[config.mk]
export PLATFORM = sky130hd
export DESIGN_NAME = bnn_stream_loader
export DESIGN_NICKNAME = d
export VERILOG_FILES = /design/src/rtl/bnn_pkg.sv /design/src/rtl/bnn_stream_deser.sv /design/src/rtl/bnn_stream_loader.sv
export SDC_FILE = /design/constraint.sdc
export NUM_CORES = 2
export LEC_CHECK = 0
export BUFFER_PORTS_ARGS = -buffer_cell sky130_fd_sc_hd__buf_2
export CAP_MARGIN = 20
export CORE_AREA = 2 2 341 343
export DETAILED_ROUTE_END_ITERATION = 8
export DIE_AREA = 0 0 343 345
export PLACE_DENSITY = 0.61
export SLEW_MARGIN = 5
export SYNTH_ARGS = -nofsm -noshare
export SYNTH_HDL_FRONTEND = slang
export SYNTH_SLANG_ARGS = --single-unit
[constraint.sdc]
create_clock -name clk -period 2.8 [get_ports clk]
set_clock_uncertainty 0.05 [all_clocks]
set_input_delay 0.56 -clock clk [delete_from_list [all_inputs] [get_ports clk]]
set_output_delay 0.56 -clock clk [all_outputs]
set_load 0.02 [all_outputs]
[src/rtl/bnn_pkg.sv]
// Shared types and default geometry for the BNN stream loader and its deserialisers.
package bnn_pkg;

  typedef enum logic [1:0] {
    IDLE = 2'd0,
    LOAD = 2'd1,
    DONE = 2'd2
  } loader_state_e;

  localparam int DEF_IMG_DIM     = 28;
  localparam int DEF_KERNEL      = 3;
  localparam int DEF_NUM_FILTERS = 8;

  localparam int P_TOT = DEF_IMG_DIM * DEF_IMG_DIM;
  localparam int W_TOT = DEF_NUM_FILTERS * DEF_KERNEL * DEF_KERNEL;

endpackage

[src/rtl/bnn_stream_deser.sv]
// One-stream deserialiser: packs LANES bits per beat into a TOTAL-bit image.
// With LOADER_PARITY_EN defined, one extra beat carries the even-parity bit in lane 0.
module bnn_stream_deser #(
  parameter int TOTAL = 784,
  parameter int LANES = 1
) (
  input  logic             clk,
  input  logic             rst,
  input  logic             clear,
  input  logic             beat,
  input  logic [LANES-1:0] d_in,
  output logic [TOTAL-1:0] data,
  output logic             done,
  output logic             parity_err
);

  localparam int CW = $clog2(TOTAL + 1);
  localparam int IW = (TOTAL > 1) ? $clog2(TOTAL) : 1;

  logic [TOTAL-1:0] data_q, data_d;
  logic [CW-1:0]    cnt_q, cnt_d;
  logic             done_q, done_d;
  logic [IW-1:0]    idx;
  int               base;

`ifdef LOADER_PARITY_EN
  logic perr_q, perr_d;
`endif

  always_comb begin
    data_d = data_q;
    cnt_d  = cnt_q;
    done_d = done_q;
    idx    = '0;
    base   = int'(cnt_q);
`ifdef LOADER_PARITY_EN
    perr_d = perr_q;
`endif
    if (clear) begin
      data_d = '0;
      cnt_d  = '0;
      done_d = 1'b0;
`ifdef LOADER_PARITY_EN
      perr_d = 1'b0;
`endif
    end else if (beat && !done_q) begin
      if (base < TOTAL) begin
        // Lanes past the end of the image fall off; the counter saturates at TOTAL.
        for (int i = 0; i < LANES; i++) begin
          if (base + i < TOTAL) begin
            idx         = IW'(base + i);
            data_d[idx] = d_in[i];
          end
        end
        if (base + LANES >= TOTAL) begin
          cnt_d = CW'(TOTAL);
`ifndef LOADER_PARITY_EN
          done_d = 1'b1;
`endif
        end else begin
          cnt_d = CW'(base + LANES);
        end
      end
`ifdef LOADER_PARITY_EN
      else begin
        done_d = 1'b1;
        if (d_in[0] != ^data_q) perr_d = 1'b1;
      end
`endif
    end
  end

  always_ff @(posedge clk) begin
    if (rst) begin
      data_q <= '0;
      cnt_q  <= '0;
      done_q <= 1'b0;
`ifdef LOADER_PARITY_EN
      perr_q <= 1'b0;
`endif
    end else begin
      data_q <= data_d;
      cnt_q  <= cnt_d;
      done_q <= done_d;
`ifdef LOADER_PARITY_EN
      perr_q <= perr_d;
`endif
    end
  end

  assign data = data_q;
  assign done = done_q;
`ifdef LOADER_PARITY_EN
  assign parity_err = perr_q;
`else
  assign parity_err = 1'b0;
`endif

endmodule

[src/rtl/bnn_stream_loader.sv]
// Loads the pixel image and layer-1 weights from two serial streams behind a start handshake.
// Optional parity beat per stream enabled by defining LOADER_PARITY_EN.
module bnn_stream_loader
  import bnn_pkg::*;
#(
  parameter int IMG_DIM     = DEF_IMG_DIM,
  parameter int KERNEL      = DEF_KERNEL,
  parameter int NUM_FILTERS = DEF_NUM_FILTERS,
  parameter int LANES       = 1
) (
  input  logic                                clk,
  input  logic                                rst,
  input  logic                                start,
  input  logic                                valid,
  input  logic [LANES-1:0]                    d_in_p,
  input  logic [LANES-1:0]                    d_in_w,
  output logic                                ready,
  output logic [IMG_DIM*IMG_DIM-1:0]          pixels,
  output logic [NUM_FILTERS*KERNEL*KERNEL-1:0] weights,
  output logic                                pix_done,
  output logic                                wgt_done,
  output logic                                load_done,
  output logic                                parity_err
);

  localparam int PIX_BITS = IMG_DIM * IMG_DIM;
  localparam int WGT_BITS = NUM_FILTERS * KERNEL * KERNEL;

  loader_state_e state_q, state_d;
  logic          clear, beat;
  logic          pix_perr, wgt_perr;

  // start always wins: it clears both streams and drops any beat presented with it.
  always_comb begin
    state_d = state_q;
    clear   = start;
    beat    = valid && (state_q == LOAD) && !start;
    ready   = (state_q == LOAD);
    case (state_q)
      IDLE:    if (start) state_d = LOAD;
      LOAD:    if (!start && pix_done && wgt_done) state_d = DONE;
      DONE:    if (start) state_d = LOAD;
      default: state_d = IDLE;
    endcase
  end

  always_ff @(posedge clk) begin
    if (rst) state_q <= IDLE;
    else     state_q <= state_d;
  end

  bnn_stream_deser #(.TOTAL(PIX_BITS), .LANES(LANES)) u_pix (
    .clk        (clk),
    .rst        (rst),
    .clear      (clear),
    .beat       (beat),
    .d_in       (d_in_p),
    .data       (pixels),
    .done       (pix_done),
    .parity_err (pix_perr)
  );

  bnn_stream_deser #(.TOTAL(WGT_BITS), .LANES(LANES)) u_wgt (
    .clk        (clk),
    .rst        (rst),
    .clear      (clear),
    .beat       (beat),
    .d_in       (d_in_w),
    .data       (weights),
    .done       (wgt_done),
    .parity_err (wgt_perr)
  );

  assign load_done  = pix_done & wgt_done;
  assign parity_err = pix_perr | wgt_perr;

endmodule

# --- After elaboration in Yosys (flattened, before gate mapping) ---
# Index checks and enable logic that the tools add are counted.
op_classes:
  div: 0
  add_sub_neg: 2
  n_bitwise: 1
  shifts: 0
  eq_ne: 4
  n_mul: 0
  order_cmp: 8
  reduce_logical: 19
  mux: 11
ops:
  columns: ["cell", "n"]
  rows:
  - ["bitwise mux 784 bit", 1]
  - ["bitwise mux 72 bit", 1]
  - ["greater-or-equal comparator 32 x 11 -> 1 bit (second input constant)", 1]
  - ["greater-or-equal comparator 32 x 8 -> 1 bit (second input constant)", 1]
  - ["adder 10 x 1 -> 11 bit (second input constant)", 1]
  - ["< comparator 10 x 11 -> 1 bit (second input constant)", 1]
  - ["demux 1 bit (select 10 bit)", 1]
  - ["greater-or-equal comparator 10 x 1 -> 1 bit (second input constant)", 1]
  - ["< comparator 10 bit (second input constant)", 1]
  - ["2-to-1 mux 10 bit", 1]
  - ["adder 7 x 1 -> 8 bit (second input constant)", 1]
  - ["logical AND 1 bit", 8]
  - ["< comparator 7 x 8 -> 1 bit (second input constant)", 1]
  - ["demux 1 bit (select 7 bit)", 1]
  - ["greater-or-equal comparator 7 x 1 -> 1 bit (second input constant)", 1]
  - ["< comparator 7 bit (second input constant)", 1]
  - ["2-to-1 mux 7 bit", 1]
  - ["AND reduction 2 bit", 3]
  - ["AND reduction 3 bit", 2]
  - ["2-to-1 mux 2 bit", 2]
  - ["inequality test 2 x 1 -> 1 bit (second input constant)", 2]
  - ["case mux 2 bit (2 select lines)", 1]
  - ["OR reduction 2 bit", 2]
  - ["logical NOT 1 bit", 3]
  - ["5 further kinds", 6]
word_totals:
  mem_bits_ro: 0
  mem_bits_rw: 0
  register_bits: 877
  output_inout_bits: 861
  wordCells: 52
  n_memories: 0
  latchBits: 0

# --- Longest topological paths before layout ---
depth:
  depth_word: 5
  mapped_depth: 9
  mapped_depth_nobuf: 6

# --- By module ---
# From an unflattened synthesis, not the netlist that was laid out.
unflattened:
  hier_cells: 4283
  area_unflattened_um2: 35067.4
modules_own_cells:
  columns: ["mod", "instances", "seq_area_each_um2", "cells_per_inst", "area_per_inst_um2"]
  rows:
  - ["bnn_stream_deser at u_pix", 1, 15915.3, 3850, 31465.2]
  - ["bnn_stream_deser at u_wgt", 1, 1601.5, 421, 3484.6]
  - ["bnn_stream_loader", 1, 40.0, 12, 117.6]

# --- Least setup slack after synthesis ---
# OpenSTA, ideal clock, no wires.
synth_path:
  path_type: "reg2reg"
  startpoint: "reg u_wgt.cnt_q[0]"
  endpoint: "reg u_wgt.cnt_q[2]"
  t_required_ps: 2628
  setup_ps: 122
  path_stages_with_launch: 7
  path_slack_ps: 624
  arrival_time_ps: 2004
  synth_period_minus_slack_ps: 2176
  cell_sequence: "dfxtp_1 ha_1 a21bo_2 or4_1 a31oi_1 nor2_1 a221o_1"
synth_via:
  elab_chain_len: 3
  word_cells_on_any_way: 5
synth_rtl:
  columns: ["item", "line_no", "rtl"]
  rows:
  - ["from (decl)", "bnn_stream_deser.sv:21", "logic [CW-1:0] cnt_q, cnt_d;"]
  - ["from (signal assigned)", "bnn_stream_deser.sv:83", "cnt_q <= cnt_d;"]
  - ["adder 7 x 1 -> 8 bit", "bnn_stream_deser.sv:55", "if (base + LANES >= TOTAL) begin"]
  - ["greater-or-equal comparator 32 x 8 -> 1 bit", "bnn_stream_deser.sv:55", null]
  - ["2-to-1 mux 7 bit", "bnn_stream_deser.sv:55", null]
# Parallel ways exist; a longest one is shown, timed or not.
# A chain may end at the register's enable or synchronous reset.

# --- Worst setup path in the final report ---
layout_path:
  startpoint: "reg u_pix.cnt_q[9]"
  endpoint: "reg u_pix.data_q[49], in the netlist u_pix.data[49]"
layout_via:
  elab_chain_len: 5
  word_cells_on_any_way: 8
layout_rtl:
  columns: ["item", "line_no", "rtl"]
  rows:
  - ["from (decl)", "bnn_stream_deser.sv:21", null]
  - ["from (signal assigned)", "bnn_stream_deser.sv:83", null]
  - ["< comparator 10 x 11 -> 1 bit (not written as such) or greater-or-equal comparator 10 x 1 -> 1 bit (tied branches)", "bnn_stream_deser.sv:52", "data_d[idx] = d_in[i];"]
  - ["logical AND 1 bit (not written as such)", "bnn_stream_deser.sv:52", null]
  - ["2-to-1 mux 1 bit (not written as such)", "bnn_stream_deser.sv:52", null]
  - ["demux 1 bit (select 10 bit)", null, null]
  - ["bitwise mux 784 bit", "bnn_stream_deser.sv:52", null]
  - ["to (signal assigned)", "bnn_stream_deser.sv:82", "data_q <= data_d;"]
  - ["to (decl)", "bnn_stream_deser.sv:20", "logic [TOTAL-1:0] data_q, data_d;"]
# Parallel ways exist; a longest one is shown, timed or not.

==> out/summary.log <==
INFO  die            io_pins=867
INFO  route          met3RoutedLength=17000µm
INFO  yosys          synth_area_leaders=sky130_fd_sc_hd__dfxtp_1 (49%), sky130_fd_sc_hd__a21oi_1 (11%), sky130_fd_sc_hd__o21ai_0 (11%)
INFO  cts            clock_transition_at_the_registers_of_the_reported_paths=70ps
INFO  cts            htreeDepth=3
INFO  sta            rsz0062_at_grt=no
INFO  place          placed_cells=6690
INFO  yosys          synth_seq_area_share=0.487
INFO  cts            cts_setup_buffers=0
INFO  die            fp.dieH=345µm
INFO  cts            clk_latency_worst_skew_pair=680ps
INFO  place          io_buffer_count=865
INFO  finish         n_antenna_cell=0
INFO  sta            slew_viol_final=0
INFO  die            die_width=343µm
INFO  setup_path     critical_path.reg2reg.endpoint=u_pix.data[49]$_SDFFE_PP0P_
INFO  sta            slew_headroom=0.414
INFO  setup_path     crit-reg2reg-launch=u_pix.cnt_q[9]$_SDFFE_PP0P_
INFO  setup_path     critPathMaxFanout=59
INFO  run_status     result_of_the_run=complete, no violations
INFO  yosys          synth_area=0.0360mm²
INFO  setup_path     critical_path_at=3130ps
INFO  finish         layoutNonFillerInstCount=6863
INFO  sta            timing_limited_maximum_frequency=385MHz
INFO  yosys          syn_warnings=0
INFO  flow_run       cap_viol_max_count=0
INFO  sta            period_share=0.927
INFO  setup_path     critical_path_startpoint=u_pix.cnt_q[9]$_SDFFE_PP0P_
INFO  yosys          number_of_distinct_library_cells_after_synthesis=61
INFO  cts            tritoncts=built
INFO  route          met1Wirelength=67200µm
INFO  yosys          share_of_async_settable_or_async_resettable_flops_after_synthesis=0
INFO  route          route.final.wire_length=169000µm
INFO  setup_path     r2r_setup_slack=200ps
INFO  power          worst_ir_drop_vdd=0.000425V
INFO  finish         drive_gt1_frac=0.240
INFO  die            fp.coreArea=0.115mm²
INFO  yosys          postSynthRegisterBits=877
INFO  finish         area_growth=26.8%
INFO  die            placementRows=125
INFO  route          ant_nets=0
INFO  die            die-area=0.118mm²
INFO  route          wl_per_cell=24.7µm
INFO  route          routed_via_density=5.71
INFO  place          detailedPlace.worstSlack=151ps
INFO  route          vias=39200
INFO  cts            numCtsBuffers=95
INFO  hold_path      timing.hold.worst.class=in -> reg
INFO  sta            hold_viol=0
INFO  sta            final.min_clock_period=2600ps
INFO  grt            initial_antenna_violation_count=3
INFO  grt            globalRouteTotalUtil=0.270
INFO  place          dp_hpwl=113000µm
INFO  setup_path     cp-endpoint=u_pix.data[49]$_SDFFE_PP0P_
INFO  sta            postLayoutSetupSlackWorst=204ps
INFO  yosys          share_of_the_synthesized_area_in_the_top_cell_type=0.487
INFO  route          topRoutingLayerUsed=met4
INFO  yosys          synth-edff-count=0
INFO  sta            fin_setup_tns=0ps
INFO  grt            grt_max_degree=124
INFO  yosys          synth_flop_cell=sky130_fd_sc_hd__dfxtp_1
INFO  yosys          post-synth-top-area-cell=sky130_fd_sc_hd__dfxtp_1
INFO  setup_path     critical_path_required=3340ps
INFO  setup_path     critical_path.startpoint_type=flip-flop
INFO  die            initial_utilization=0.313
INFO  sta            finalSetupViolCount=0
INFO  finish         mostFrequentLayoutCells=sky130_fd_sc_hd__dfxtp_1 (876), sky130_fd_sc_hd__buf_2 (864), sky130_fd_sc_hd__a21oi_1 (814)
INFO  cts            clock-sinks=877
INFO  setup_path     worst_r2r_path_depth=6
INFO  grt            grt.overflow.total=0
INFO  sta            worst_slew_pin_slew=872ps
INFO  finish         utilization=0.397
INFO  cts            clk_root_buffer_cell=sky130_fd_sc_hd__clkbuf_16
INFO  grt            first_pass_grt_wire_length=243000µm
INFO  finish         final_net_count=5276
INFO  setup_path     critPathCaptureType=flip-flop
INFO  yosys          syn-mean-instance-area=7.85µm²
INFO  route          drt-pass1-iter-count=6
INFO  yosys          synthesis.instances=4593
INFO  route          detail_route.iter0.violations=4077
INFO  route          detail_route.drc_violations=0
INFO  yosys          net_count_of_the_mapped_netlist=4605
INFO  setup_path     crit_type=reg -> reg
INFO  route          met2_wirelength_from_detailed_routing=76900µm
INFO  power          total_leakage_power=16.7nW
INFO  cts            cts_buffer_depth=3
INFO  power          power.density=579mW/mm²
INFO  place          routability_driven_placement_congestion_ratio=0.857
INFO  finish         most_common_library_cell_in_the_layout_ignoring_fill_and_taps=sky130_fd_sc_hd__dfxtp_1
INFO  grt            first_global_vias=35300
==> metrics by stage <==
| stage | total power, mW | hold WS (ps) | cell area (µm²) |
|---|---|---|---|
| floorplan | 13.2 | 453 | 36000 |
| finish | 26.5 | 191 | 45700 |
| CTS | 26.6 | 127 | 45700 |
| detailed placement | 13.4 | 398 | 42400 |
| global placement | 13.4 | 389 | 42400 |
| global route | 27.1 | 256 | 45700 |
==> what timing repair did <==
item,4_1_cts,5_1_grt
setup endpoints to repair,0,36
gates resized for setup,0,3
hold buffers,1,0
endpoints found under the hold margin,1,0
==> where the power goes <==
part	internal, mW	total (mW)	switching, mW	leakage (nW)
clock network	7.84	13.3	5.45	1.61
logic	0.155	0.700	0.544	8.00
registers	12.5	12.5	0.00278	7.06
==> final cells by class <==
class                      instances  area, µm²
fill                           11900      69400
clock buffer                     148       2900
sequential                       877      17600
tap                             1524       1910
multi-input combinational       3218      16400
inverter                           7       26.3
clock inverter                    24        349
timing repair buffer            1065       6560
==> critical path: stages, from the launching register on <==
cell and delay, ps:
sky130_fd_sc_hd__dfxtp_1 600, sky130_fd_sc_hd__nand2_1 420, sky130_fd_sc_hd__o2111ai_4 380, sky130_fd_sc_hd__buf_12 340, sky130_fd_sc_hd__buf_4 350, sky130_fd_sc_hd__o21ai_0 130
sky130_fd_sc_hd__a21oi_1 170
==> logic make-up after synthesis <==
group | Yosys count | synth area share
mux | 53 | 0.0147
buf+inv | 498 | 0.0629
fa+ha+maj | 6 | 0.00208
flops | 877 | 0.487
compound gates | 1628 | 0.229
simple gates | 1530 | 0.204
other cells | 1 | 0.000104
==> synth_stat cells (all sizes together) (2+ instances only) <==
cell type / n
and2: 10
and3: 9
o21ai: 783
o22ai: 4
nand2: 303
mux2i: 53
a211oi: 2
or2: 4
and4: 2
a21oi: 814
nor2b: 10
nor4: 7
clkbuf: 366
a22o: 2
nand3b: 4
or3: 7
ha: 6
dfxtp: 877
nand4: 90
buf: 125
nor2: 286
or3b: 4
nor3b: 3
a31oi: 5
nor3: 60
inv: 7
nand2b: 5
o2111ai: 4
and3b: 5
nand3: 713
or4: 4
a311o: 2
==> worst min path at each step <==
stage | from | to | slack [ps] | cells past startpoint
global placement | u_wgt.data[0]$_SDFFE_PP0P_ | u_wgt.data[0]$_SDFFE_PP0P_ | 390 | 2
detailed placement | u_wgt.data[26]$_SDFFE_PP0P_ | u_wgt.data[26]$_SDFFE_PP0P_ | 400 | 2
finish | start | state_q[0]$_SDFFE_PP0P_ | 190 | 3
CTS | start | state_q[0]$_SDFFE_PP0P_ | 130 | 3
global route | d_in_p | u_pix.data[777]$_SDFFE_PP0P_ | 260 | 3
floorplan | state_q[1]$_SDFFE_PP0P_ | state_q[1]$_SDFFE_PP0P_ | 450 | 2
==> registers in the layout (all words and copies together) (netlist names) <==
| name | cells |
|---|---|
| u_pix.done | 1 |
| u_pix.cnt_q | 10 |
| state_q | 2 |
| u_wgt.cnt_q | 7 |
| u_pix.data | 784 |
| u_wgt.data | 72 |
| u_wgt.done | 1 |
==> layer usage <==
metal,vias to the layer above,track usage
met4,0,0.125
met1,18900,0.349
met2,2271,0.428
met3,384,0.0603
li1,17600,-
met5,-,0
(Power assumes the default switching activity.)
